**src/rtl/mem_bus_arbiter.sv**
```systemverilog
// rtl/mem_bus_arbiter.sv - single external memory bus shared by instruction fetch and data access
//
// Ports:
//   clk, rst                  clock, synchronous active-high reset
//   if_req, if_addr           fetch request and PC
//   if_inst                   registered fetched instruction
//   mem_req, mem_we,          load/store request from the MEM stage
//   mem_addr, mem_wdata,
//   mem_sel
//   mem_rdata                 registered load data
//   id_stallreq, ex_stallreq  decode / execute stall requests
//   stall                     pipeline stall vector {WB, MEM, EX, ID, IF, PC}
//   bus_req, bus_we,          registered bus command, held until bus_ack
//   bus_addr, bus_wdata,
//   bus_sel
//   bus_rdata, bus_ack        slave read data and one-cycle completion strobe

`timescale 1ns/1ps

module mem_bus_arbiter #(
    parameter int ADDR_W = 32,
    parameter int DATA_W = 32
) (
    input  logic                clk,
    input  logic                rst,
    input  logic                if_req,
    input  logic [ADDR_W-1:0]   if_addr,
    output logic [DATA_W-1:0]   if_inst,
    input  logic                mem_req,
    input  logic                mem_we,
    input  logic [ADDR_W-1:0]   mem_addr,
    input  logic [DATA_W-1:0]   mem_wdata,
    input  logic [DATA_W/8-1:0] mem_sel,
    output logic [DATA_W-1:0]   mem_rdata,
    input  logic                id_stallreq,
    input  logic                ex_stallreq,
    output logic [5:0]          stall,
    output logic                bus_req,
    output logic                bus_we,
    output logic [ADDR_W-1:0]   bus_addr,
    output logic [DATA_W-1:0]   bus_wdata,
    output logic [DATA_W/8-1:0] bus_sel,
    input  logic [DATA_W-1:0]   bus_rdata,
    input  logic                bus_ack
);

    typedef enum logic [1:0] {
        IDLE,
        IF_BUSY,
        MEM_BUSY
    } state_t;

    state_t state;

    // A done flag marks that the stage's current request has already been
    // served; it stays set until the stage actually advances so the same
    // request is never issued twice while a later stage holds the pipeline.
    logic if_done;
    logic mem_done;
    logic if_pend;
    logic mem_pend;

    assign if_pend  = if_req && !if_done;
    assign mem_pend = mem_req && !mem_done;

    // The oldest stalling stage wins; everything upstream of it is frozen.
    always_comb begin
        stall = 6'b000000;
        if (mem_pend) begin
            stall = 6'b011111;
        end else if (ex_stallreq) begin
            stall = 6'b001111;
        end else if (id_stallreq) begin
            stall = 6'b000111;
        end else if (if_pend) begin
            stall = 6'b000011;
        end
    end

    always_ff @(posedge clk) begin
        if (rst) begin
            state     <= IDLE;
            bus_req   <= 1'b0;
            bus_we    <= 1'b0;
            bus_addr  <= '0;
            bus_wdata <= '0;
            bus_sel   <= '0;
            if_inst   <= '0;
            mem_rdata <= '0;
            if_done   <= 1'b0;
            mem_done  <= 1'b0;
        end else begin
            // Clears come first so that a completion on the same edge wins.
            if (!stall[1]) begin
                if_done <= 1'b0;
            end
            if (!stall[4]) begin
                mem_done <= 1'b0;
            end

            case (state)
                IDLE: begin
                    // MEM belongs to the older instruction, so it goes first.
                    if (mem_pend) begin
                        bus_req   <= 1'b1;
                        bus_we    <= mem_we;
                        bus_addr  <= mem_addr;
                        bus_wdata <= mem_wdata;
                        bus_sel   <= mem_sel;
                        state     <= MEM_BUSY;
                    end else if (if_pend) begin
                        bus_req  <= 1'b1;
                        bus_we   <= 1'b0;
                        bus_addr <= if_addr;
                        bus_sel  <= '1;
                        state    <= IF_BUSY;
                    end
                end
                IF_BUSY: begin
                    if (bus_ack) begin
                        if_inst <= bus_rdata;
                        if_done <= 1'b1;
                        bus_req <= 1'b0;
                        state   <= IDLE;
                    end
                end
                MEM_BUSY: begin
                    if (bus_ack) begin
                        if (!bus_we) begin
                            mem_rdata <= bus_rdata;
                        end
                        mem_done <= 1'b1;
                        bus_req  <= 1'b0;
                        state    <= IDLE;
                    end
                end
                default: begin
                    state   <= IDLE;
                    bus_req <= 1'b0;
                end
            endcase
        end
    end

endmodule
```
**config.mk**
```make
export PLATFORM = sky130hd
export DESIGN_NAME = mem_bus_arbiter
export DESIGN_NICKNAME = d
export VERILOG_FILES = /design/src/rtl/mem_bus_arbiter.sv
export SDC_FILE = /design/constraint.sdc
export NUM_CORES = 1
export LEC_CHECK = 0
export CAP_MARGIN = 5
export CELL_PAD_IN_SITES_DETAIL_PLACEMENT = 0
export CELL_PAD_IN_SITES_GLOBAL_PLACEMENT = 1
export CORE_ASPECT_RATIO = 0.5
export CORE_UTILIZATION = 28
export DETAILED_ROUTE_END_ITERATION = 10
export DONT_BUFFER_PORTS = 1
export GPL_TIMING_DRIVEN = 0
export PLACE_DENSITY_LB_ADDON = 0.15
export SYNTH_ARGS = -nofsm -noshare
export SYNTH_HDL_FRONTEND = slang
export SYNTH_SLANG_ARGS = --single-unit
```
**constraint.sdc**
```tcl
create_clock -name clk -period 1.67 [get_ports clk]
set_clock_uncertainty 0.05 [all_clocks]
set_input_delay 0.334 -clock clk [delete_from_list [all_inputs] [get_ports clk]]
set_output_delay 0.334 -clock clk [all_outputs]
set_load 0.03 [all_outputs]
```
==> results of run 1 <==
## layer usage
| metal | routed length, microns | track usage | up-vias |
|---|---|---|---|
| met5 | 0 | 0 | - |
| met3 | 1310 | 0.0623 | 18 |
| met4 | 227 | 0.0533 | 0 |
| met2 | 7730 | 0.290 | 155 |
| li1 | - | - | 2221 |
| met1 | 7550 | 0.216 | 2071 |
## registers in the layout, summed over array words and instances (netlist names), 2 cells and up
name and flops:
state 2, bus_wdata 32, mem_rdata 32, bus_addr 32, bus_sel 4, if_inst 32
## worst max path at each step
stage	start	endpoint	slack, ns	depth (start not counted)
finish	mem_done	stall[1]	-0.42	5
CTS	mem_done	stall[1]	-0.46	5
detailed placement	state[1]	if_inst[22]	-0.12	6
global route	mem_done	stall[1]	-0.47	5
floorplan	mem_done	stall[1]	0.0005	5
global placement	state[1]	if_inst[23]	-0.10	6
## power by group
| group | internal [mW] | switching, mW | leakage (nW) |
|---|---|---|---|
| Combinational | 0.528 | 0.638 | 1.18 |
| Sequential | 3.57 | 0.710 | 1.13 |
| Clock | 2.29 | 1.41 | 0.278 |
## layout by cell type, fill, tap and decap left out, types with 4 or more instances in the layout
master / n
clkinv_2: 4
mux2i_1: 32
clkbuf_1: 14
clkbuf_16: 17
dlygate4sd3_1: 64
dfxtp_1: 135
buf_2: 11
clkbuf_4: 6
buf_4: 11
o221a_2: 5
o22ai_1: 32
buf_6: 8
nand2_1: 227
a21oi_1: 101
## repair_timing
| item | in CTS | in global routing |
|---|---|---|
| hold buffers | 64 | 0 |
| pin swaps | 1 | 1 |
| endpoints found under the setup margin | 66 | 122 |
| gates resized for setup | 13 | 19 |
| setup buffers | 2 | 1 |
| endpoints found under the hold margin | 92 | 0 |
## area by class of cell
cell class / count / area, sq um
fillers: 1870 / 11000
flip-flops and latches: 138 / 2770
multi-input cells: 424 / 2180
repair buffers: 67 / 676
clock buffers: 22 / 474
plain buffers: 49 / 332
well taps: 234 / 293
clock inverters: 8 / 95.1
inverters: 4 / 17.5
## metrics by stage
step                utilization  instance area (sq um)  instances  setup WS, ns  total power, mW
floorplan                     -                   5250        616      0.000545             5.04
global placement          0.311                   5540        850        -0.104             5.32
detailed placement        0.311                   5540        850        -0.120             5.34
CTS                       0.381                   6790        945        -0.457             9.22
global route              0.384                   6840        946        -0.469             9.56
finish                    0.384                   6840        946        -0.417             9.14
## logic make-up after synthesis
kind of cell | Yosys count | synth area share
other | 1 | 0.000718
adders and majority gates | 3 | 0.00719
buffers and inverters | 54 | 0.0580
muxes | 32 | 0.0613
DFF | 138 | 0.529
AOI/OAI and AO/OA | 143 | 0.157
and+or+nand+nor | 245 | 0.187
## cells in the mapped netlist
| library cell | count | area, sq um |
|---|---|---|
| and2_1 | 1 | 6.26 |
| nand2_1 | 227 | 852 |
| dfxtp_1 | 138 | 2760 |
| conb_1 | 1 | 3.75 |
| inv_1 | 4 | 15.0 |
| nand3b_2 | 1 | 11.3 |
| nor2b_1 | 3 | 18.8 |
| nand2b_2 | 1 | 8.76 |
| mux2i_1 | 32 | 320 |
| a21boi_4 | 1 | 18.8 |
| a21oi_1 | 101 | 505 |
| a31oi_1 | 2 | 12.5 |
| o221a_2 | 5 | 56.3 |
| buf_1 | 1 | 3.75 |
| o211ai_4 | 1 | 21.3 |
| nand3b_1 | 1 | 7.51 |
| buf_6 | 5 | 56.3 |
| buf_4 | 12 | 90.1 |
| and3b_1 | 2 | 17.5 |
| nor3_1 | 1 | 5.00 |
| and3_1 | 1 | 6.26 |
| clkbuf_1 | 18 | 67.6 |
| or3_1 | 1 | 6.26 |
| nand3_1 | 2 | 10.0 |
| buf_2 | 14 | 70.1 |
| ha_1 | 3 | 37.5 |
| o31ai_1 | 1 | 7.51 |
| nand2b_1 | 4 | 25.0 |
| o22ai_1 | 32 | 200 |
==> flow_metrics.py, run 1 <==
metrics = {
    "global_route": {
        "gr-total-overflow": 0,
        "grt_pass1_vias": 4446,
        "grt_usage": 0.176,
        "grt_antenna_before_repair": 0,
        "grt_pass1_wl_microns": 25700,
        "grt_max_degree": 17,
    },
    "drt": {
        "dr_total_vias": 4465,
        "firstDrtPassIters": 6,
        "drc": 0,
        "initialDrtViolationCount": 130,
        "routedWlPerCell_microns": 17.8,
        "wl_microns": 16800,
        "vias_per_cell": 4.72,
        "antenna_left": 0,
    },
    "layout": {
        "drive_gt1_frac": 0.117,
        "diodes": 0,
        "synthToLayoutAreaGrowth_pct": 30.9,
        "fin_nets": 844,
    },
    "yosys": {
        "syn_area_sq_um": 5220,
        "ys_ff_latch": 138,
        "syn_nets": 759,
        "syn_area_per_cell_sq_um": 8.48,
        "ys_seq_area_frac": 0.529,
        "syn_inst": 616,
        "synth_cell_types": 29,
        "synth_warnings": 0,
    },
    "worst_setup_path": {
        "critPathKind": "flip-flop to output pin",
        "crit_required_ns": 1.29,
        "cp_common_cell": "nand2b_4",
        "r2r_slack_ns": 0.06,
        "path_max_fanout": 3,
        "path_cells": "nand2b_4, inv_4, or3_4, nand2b_4, buf_6",
        "r2r_start": "state[0]",
        "cp-start-kind": "flip-flop",
        "reg2reg_depth": 7,
        "end_kind": "output pin",
        "crit_arrival_ns": 1.70,
        "cpPeakStageDelay_ns": 0.39,
        "crit_family": "simple AND/OR/NAND/NOR gates",
        "slowest_stage": "or3_4",
        "worstReg2RegEnd": "bus_wdata[17]",
        "critPathBufInv": 2,
    },
    "sta": {
        "fmax_mhz": 479,
        "rsz0062_at_grt": "true",
        "period_minus_slack_ns": 2.09,
        "worst_slew_pin_slew_ns": 0.643,
        "setup_slack_ns": -0.417,
        "setup_violations": 4,
        "maxSlewViolCount": 0,
        "hold_viol_final": 0,
        "finalSetupTns_ns": -0.768,
        "slew_headroom": 0.571,
        "period_share": 1.25,
        "whs_ns": 0.0204,
    },
    "clock_tree": {
        "path_clk_slew_ns": 0.06,
        "h-tree-depth": 4,
        "cts_root_buf": "clkbuf_16",
        "clockBufferDepth": 2,
        "cts.sinks": 138,
        "clock_latency_ns": 0.41,
        "cts_tree": "yes",
        "cts_buffers": 17,
    },
    "worst_hold_path": {
        "hold_path_startpoint": "mem_wdata[29]",
        "min_path_cells": 2,
        "hold_end": "bus_wdata[29]",
        "hp-class": "input pin to flip-flop",
    },
    "die": {
        "rows": 34,
        "die_w_microns": 195,
        "die_y_microns": 98.6,
        "coreArea_sq_um": 17800,
        "initial_utilization": 0.293,
        "ios": 280,
        "die_area_sq_um": 19200,
    },
    "pwr": {
        "power.leakage_nw": 2.58,
        "power.density_nw_per_um2": 1340,
        "ir_drop_v": 0.000615,
    },
    "outcome": {
        "status": "finished with violations",
        "violations": "setup timing",
    },
    "placed_design": {
        "port_buffers": 0,
        "place_congestion": 0.760,
        "dpl.hpwl_microns": 12400,
    },
    "flow_run": {
        "drv_cap": 0,
    },
}
Note: power is estimated with default switching activity, not from simulation.
==> inputs of run 2 (changes only) <==
==> constraint.sdc (replaced) <==
create_clock -name clk -period 2.3 [get_ports clk]
set_clock_uncertainty 0.05 [all_clocks]
set_input_delay 0.46 -clock clk [delete_from_list [all_inputs] [get_ports clk]]
set_output_delay 0.46 -clock clk [all_outputs]
set_load 0.03 [all_outputs]
==> flow_metrics.py, run 2 (synthesized netlist as in run 1, its figures left out) <==
metrics = {
    "outcome": {
        "status": "finished clean",
    },
    "clock_tree": {
        "cts_buffers": 17,
        "path_clk_slew_ns": 0.06,
        "h-tree-depth": 4,
        "clockBufferDepth": 2,
        "cts_root_buf": "clkbuf_16",
        "holdBufCountCts": 0,
        "cts_tree": "yes",
        "cts.sinks": 138,
        "clock_latency_ns": 0.41,
    },
    "global_route": {
        "grt_pass1_wl_microns": 24800,
        "grt_max_degree": 17,
        "grt_usage": 0.172,
        "gr-total-overflow": 0,
        "grtUsageMet2": 0.274,
        "busiest_layer": "met2",
        "grt_antenna_before_repair": 0,
        "met1_usage": 0.211,
        "use_met3": 0.0688,
        "grt_pass1_vias": 4150,
    },
    "placed_design": {
        "dpl.hpwl_microns": 12500,
        "pre_cts_slack_ns": -0.0343,
        "port_buffers": 0,
        "place_congestion": 0.705,
        "place_area_sq_um": 5520,
        "dpl.cell_count": 850,
    },
    "sta": {
        "rsz0062_at_grt": "false",
        "maxSlewViolCount": 0,
        "period_share": 0.969,
        "whs_ns": 0.131,
        "period_minus_slack_ns": 2.23,
        "slew_headroom": 0.606,
        "finalSetupTns_ns": 0,
        "hold_viol_final": 0,
        "setup_violations": 0,
        "setup_slack_ns": 0.0718,
        "fmax_mhz": 449,
        "worst_slew_pin_slew_ns": 0.591,
    },
    "pwr": {
        "p_switching_mw": 1.96,
        "power.density_nw_per_um2": 1050,
        "power_mw": 6.39,
        "clkPwrFrac": 0.404,
        "ir_drop_v": 0.000453,
        "p_int_mw": 4.43,
        "p_seq_frac": 0.486,
        "power.leakage_nw": 2.27,
        "comb_power_share": 0.110,
        "p_sw_frac": 0.307,
    },
    "worst_hold_path": {
        "hp-class": "input pin to flip-flop",
        "min_path_cells": 2,
    },
    "drt": {
        "wl_microns": 16400,
        "firstDrtPassIters": 4,
        "antenna_left": 0,
        "routedWlPerCell_microns": 18.6,
        "vias_per_cell": 4.79,
        "drc": 0,
        "initialDrtViolationCount": 162,
        "dr_total_vias": 4222,
    },
    "worst_setup_path": {
        "crit_arrival_ns": 1.72,
        "reg2reg_depth": 6,
        "cp-start-kind": "flip-flop",
        "path_max_fanout": 5,
        "r2r_slack_ns": 0.54,
        "end_kind": "output pin",
        "crit_required_ns": 1.79,
        "critPathKind": "flip-flop to output pin",
    },
    "die": {
        "initial_utilization": 0.293,
        "ios": 280,
        "die_y_microns": 98.6,
        "die_w_microns": 195,
        "rows": 34,
        "coreArea_sq_um": 17800,
        "die_area_sq_um": 19200,
    },
    "flow_run": {
        "drv_cap": 0,
    },
    "layout": {
        "synthToLayoutAreaGrowth_pct": 16.7,
        "diodes": 0,
        "drive_gt1_frac": 0.113,
        "mostFrequentLayoutCells": "nand2_1, dfxtp_1, a21oi_1",
        "fin_nets": 779,
        "fin_area_sq_um": 6100,
        "multi_input_area_sq_um": 2180,
        "postLayoutCoreUtil": 0.342,
        "final_common_cell": "nand2_1",
        "seqCellArea_sq_um": 2760,
        "layout.cells.non_filler": 882,
        "fill_cells": 1934,
    },
}
==> run 2: path summary, 6_finish.rpt <==
check | start | end
setup / recovery | mem_done | stall[1]
hold / removal | bus_rdata[23] | mem_rdata[23]
setup reg to reg | state[1] | if_inst[29]
hold reg to reg | if_done | if_done
==> run 2: layout make-up <==
cell class	instances	area share
clock buffer	23	0.0784
multi-input combinational	424	0.357
buffer	50	0.0478
inverter	4	0.00287
clock inverter	8	0.0115
sequential	138	0.453
tap	234	0.0480
timing repair buffer	1	0.00123
==> run 2: timing repair <==
item,4_1_cts,5_1_grt
pin swaps,1,1
setup buffers,1,0
hold endpoints to repair,0,0
endpoints found under the setup margin,2,1
resized for setup,8,0
==> run 2: power groups by stage <==
| stage | registers (mW) | clock network, mW | logic, mW |
|---|---|---|---|
| final | 3.11 | 2.58 | 0.704 |
| after global routing | 3.13 | 2.76 | 0.794 |
| after CTS | 3.11 | 2.68 | 0.714 |
| after detailed placement | 3.16 | 0 | 0.708 |
| after global placement | 3.16 | 0 | 0.693 |
| after floorplan | 3.10 | 0 | 0.549 |
==> run 2: per-layer routing <==
layer / up-vias / share of wire
met1: 1965 / 0.44
met5: - / 0
li1: 2094 / -
met4: 0 / 0.011
met3: 11 / 0.086
met2: 152 / 0.46
==> run 2: worst max-delay path, cell delays in order (launching register included) <==
cell and delay, ns:
dfxtp_2 0.33, nand2b_4 0.13, inv_4 0.05, or3_4 0.40, nand2b_4 0.22, buf_6 0.17
==> inputs of run 3 (changes only) <==
--- a/config.mk
+++ b/config.mk
@@ -5,6 +5,7 @@
 export SDC_FILE = /design/constraint.sdc
 export NUM_CORES = 1
 export LEC_CHECK = 0
+export ABC_AREA = 1
 export CAP_MARGIN = 5
 export CELL_PAD_IN_SITES_DETAIL_PLACEMENT = 0
 export CELL_PAD_IN_SITES_GLOBAL_PLACEMENT = 1
==> flow_metrics.py, run 3 <==
metrics = {
    "yosys": {
        "syn_nets": 872,
        "syn_area_sq_um": 5630,
        "ys_ff_latch": 138,
        "ys_top_cells_by_count": "nor2_1, nand2_1, dfxtp_1",
        "syn_inst": 729,
        "asyncSetResetFlopFracSynth": 0,
        "synth_warnings": 0,
        "yosys.area_share.simple": 0.255,
        "synth_area_leaders": "dfxtp_1, nor2_1, nand2_1",
        "post_synth_fa_ha_maj_area_fraction": 0.00667,
        "ys.flop_type": "dfxtp_1",
        "synthXorXnorAreaFrac": 0,
        "synth.largest_area_cell": "dfxtp_1",
        "synth_compound_area_frac": 0.174,
        "synth_top_area_frac": 0.491,
        "synth.area.mux_share": 0,
        "synth_edf_count": 0,
        "ys_seq_area_frac": 0.491,
        "synth_top_family_by_area": "simple AND/OR/NAND/NOR gates",
        "synth_cell_types": 26,
        "syn_area_per_cell_sq_um": 7.72,
        "synth.most_common_cell": "nor2_1",
    },
    "worst_setup_path": {
        "end_kind": "output pin",
        "reg2reg_depth": 6,
        "crit_end": "stall[1]",
        "crit_arrival_ns": 1.63,
        "worstReg2RegEnd": "if_inst[24]",
        "startpoint": "mem_done",
        "r2r_start": "state[1]",
        "cp-start-kind": "flip-flop",
        "crit_required_ns": 1.79,
        "path_max_fanout": 11,
        "r2r_slack_ns": 0.68,
        "critPathKind": "flip-flop to output pin",
    },
    "drt": {
        "wl_microns": 17500,
        "vias_per_cell": 4.52,
        "routedWlPerCell_microns": 17.0,
        "drc": 0,
        "dr_total_vias": 4652,
        "firstDrtPassIters": 4,
        "initialDrtViolationCount": 132,
        "antenna_left": 0,
    },
    "die": {
        "die_area_sq_um": 20700,
        "initial_utilization": 0.287,
        "rows": 36,
        "ios": 280,
        "die_y_microns": 102,
        "die_w_microns": 203,
        "coreArea_sq_um": 19600,
    },
    "pwr": {
        "power.leakage_nw": 2.70,
        "ir_drop_v": 0.000501,
        "power.density_nw_per_um2": 1070,
    },
    "clock_tree": {
        "clockBufferDepth": 2,
        "cts.sinks": 138,
        "h-tree-depth": 4,
        "cts_buffers": 17,
        "clock_latency_ns": 0.42,
        "cts_tree": "yes",
        "cts_root_buf": "clkbuf_16",
        "path_clk_slew_ns": 0.06,
    },
    "sta": {
        "hold_viol_final": 0,
        "maxSlewViolCount": 0,
        "period_minus_slack_ns": 2.14,
        "period_share": 0.932,
        "rsz0062_at_grt": "false",
        "worst_slew_pin_slew_ns": 0.548,
        "slew_headroom": 0.635,
        "whs_ns": 0.116,
        "finalSetupTns_ns": 0,
        "fmax_mhz": 467,
        "setup_violations": 0,
    },
    "worst_hold_path": {
        "hold_path_startpoint": "mem_wdata[11]",
        "hp-class": "input pin to flip-flop",
    },
    "layout": {
        "mostFrequentLayoutCells": "nor2_1, nand2_1, dfxtp_1",
        "drive_gt1_frac": 0.186,
        "seqCellArea_sq_um": 2760,
        "fin_area_sq_um": 6610,
        "synthToLayoutAreaGrowth_pct": 17.3,
        "fill_cells": 2150,
        "fin_nets": 892,
        "multi_input_area_sq_um": 2450,
        "final_common_cell": "nor2_1",
    },
    "global_route": {
        "grt_usage": 0.169,
        "grt_pass1_wl_microns": 26300,
        "grt_antenna_before_repair": 0,
        "gr-total-overflow": 0,
        "grt_max_degree": 17,
        "grt_pass1_vias": 4641,
    },
    "placed_design": {
        "port_buffers": 0,
        "dpl.hpwl_microns": 12800,
        "place_congestion": 0.736,
        "place_area_sq_um": 5960,
    },
    "outcome": {
        "status": "finished clean",
    },
    "flow_run": {
        "drv_cap": 0,
    },
}
[run 3: cell count changes in the layout (fill, tap and decap cells not counted), sizes merged, moves of 5 or more]
cell / change
a21oi: -28
buf: +7
clkbuf: -5
inv: +7
mux2i: -32
nand2: -50
nand2b: -5
nor2: +166
o21ai: +100
o221a: -5
o22ai: -32
[run 3: how the worst min path moves through the flow]
stage	to	slack (ns)	cells past startpoint
final	bus_wdata[11]	0.12	2
after global placement	if_done	0.42	2
after floorplan	if_done	0.40	2
after CTS	bus_wdata[11]	0.09	2
after detailed placement	if_done	0.43	2
after global routing	bus_wdata[19]	0.09	2
[run 3: cells by family (layout without fill, tap and decap cells)]
kind of cell | Yosys count | count (layout)
other | 1 | 2
AND/OR/NAND/NOR | 348 | 348
adder cells (fa/ha/maj) | 3 | 3
buffers and inverters | 66 | 99
flip-flops | 138 | 138
AO/OA/AOI/OAI | 173 | 173
[run 3: final cells by class]
type	instances	share of cell area
Buffer	53	0.0538
Inverter	12	0.00833
Antenna cell	1	0.000379
Tap cell	266	0.0504
Sequential cell	138	0.418
Clock buffer	21	0.0697
Timing Repair Buffer	2	0.00227
Clock inverter	11	0.0254
Multi-Input combinational cell	525	0.371
[run 3: what timing repair did]
action / in CTS / in global routing
setup endpoints to repair: 1 / 1
hold buffers: 0 / 0
pin swaps: 1 / 0
gates resized for setup: 3 / 0
setup buffers: 2 / 0
[run 3: report_power, final]
| part | switching, mW | total [mW] | internal [mW] |
|---|---|---|---|
| sequential | 0.629 | 3.26 | 2.63 |
| combinational | 0.545 | 0.870 | 0.325 |
| clock | 1.08 | 2.96 | 1.87 |
[run 3: through the flow]
stage	cells	utilization	power (mW)	setup slack (ns)
2_1_floorplan	729	-	3.93	0.357
3_3_place_gp	995	0.304	4.18	0.264
3_5_place_dp	995	0.304	4.20	0.250
4_1_cts	1029	0.338	7.19	0.0392
5_1_grt	1028	0.337	7.44	0.0791
6_report	1029	0.337	7.08	0.157
[run 3: layer usage]
metal | vias to the layer above | global-route usage | routed length, microns
li1 | 2371 | - | -
met1 | 2113 | 0.199 | 7400
met2 | 147 | 0.271 | 8030
met3 | 21 | 0.0788 | 1680
met4 | 0 | 0.0677 | 354
met5 | - | 0 | 0
[run 3: worst max-delay path, cell delays in order (launching register included)]
cell	delay, ns
dfxtp_1	0.32
inv_2	0.04
nand2_4	0.07
buf_12	0.12
nand4_1	0.36
buf_6	0.30
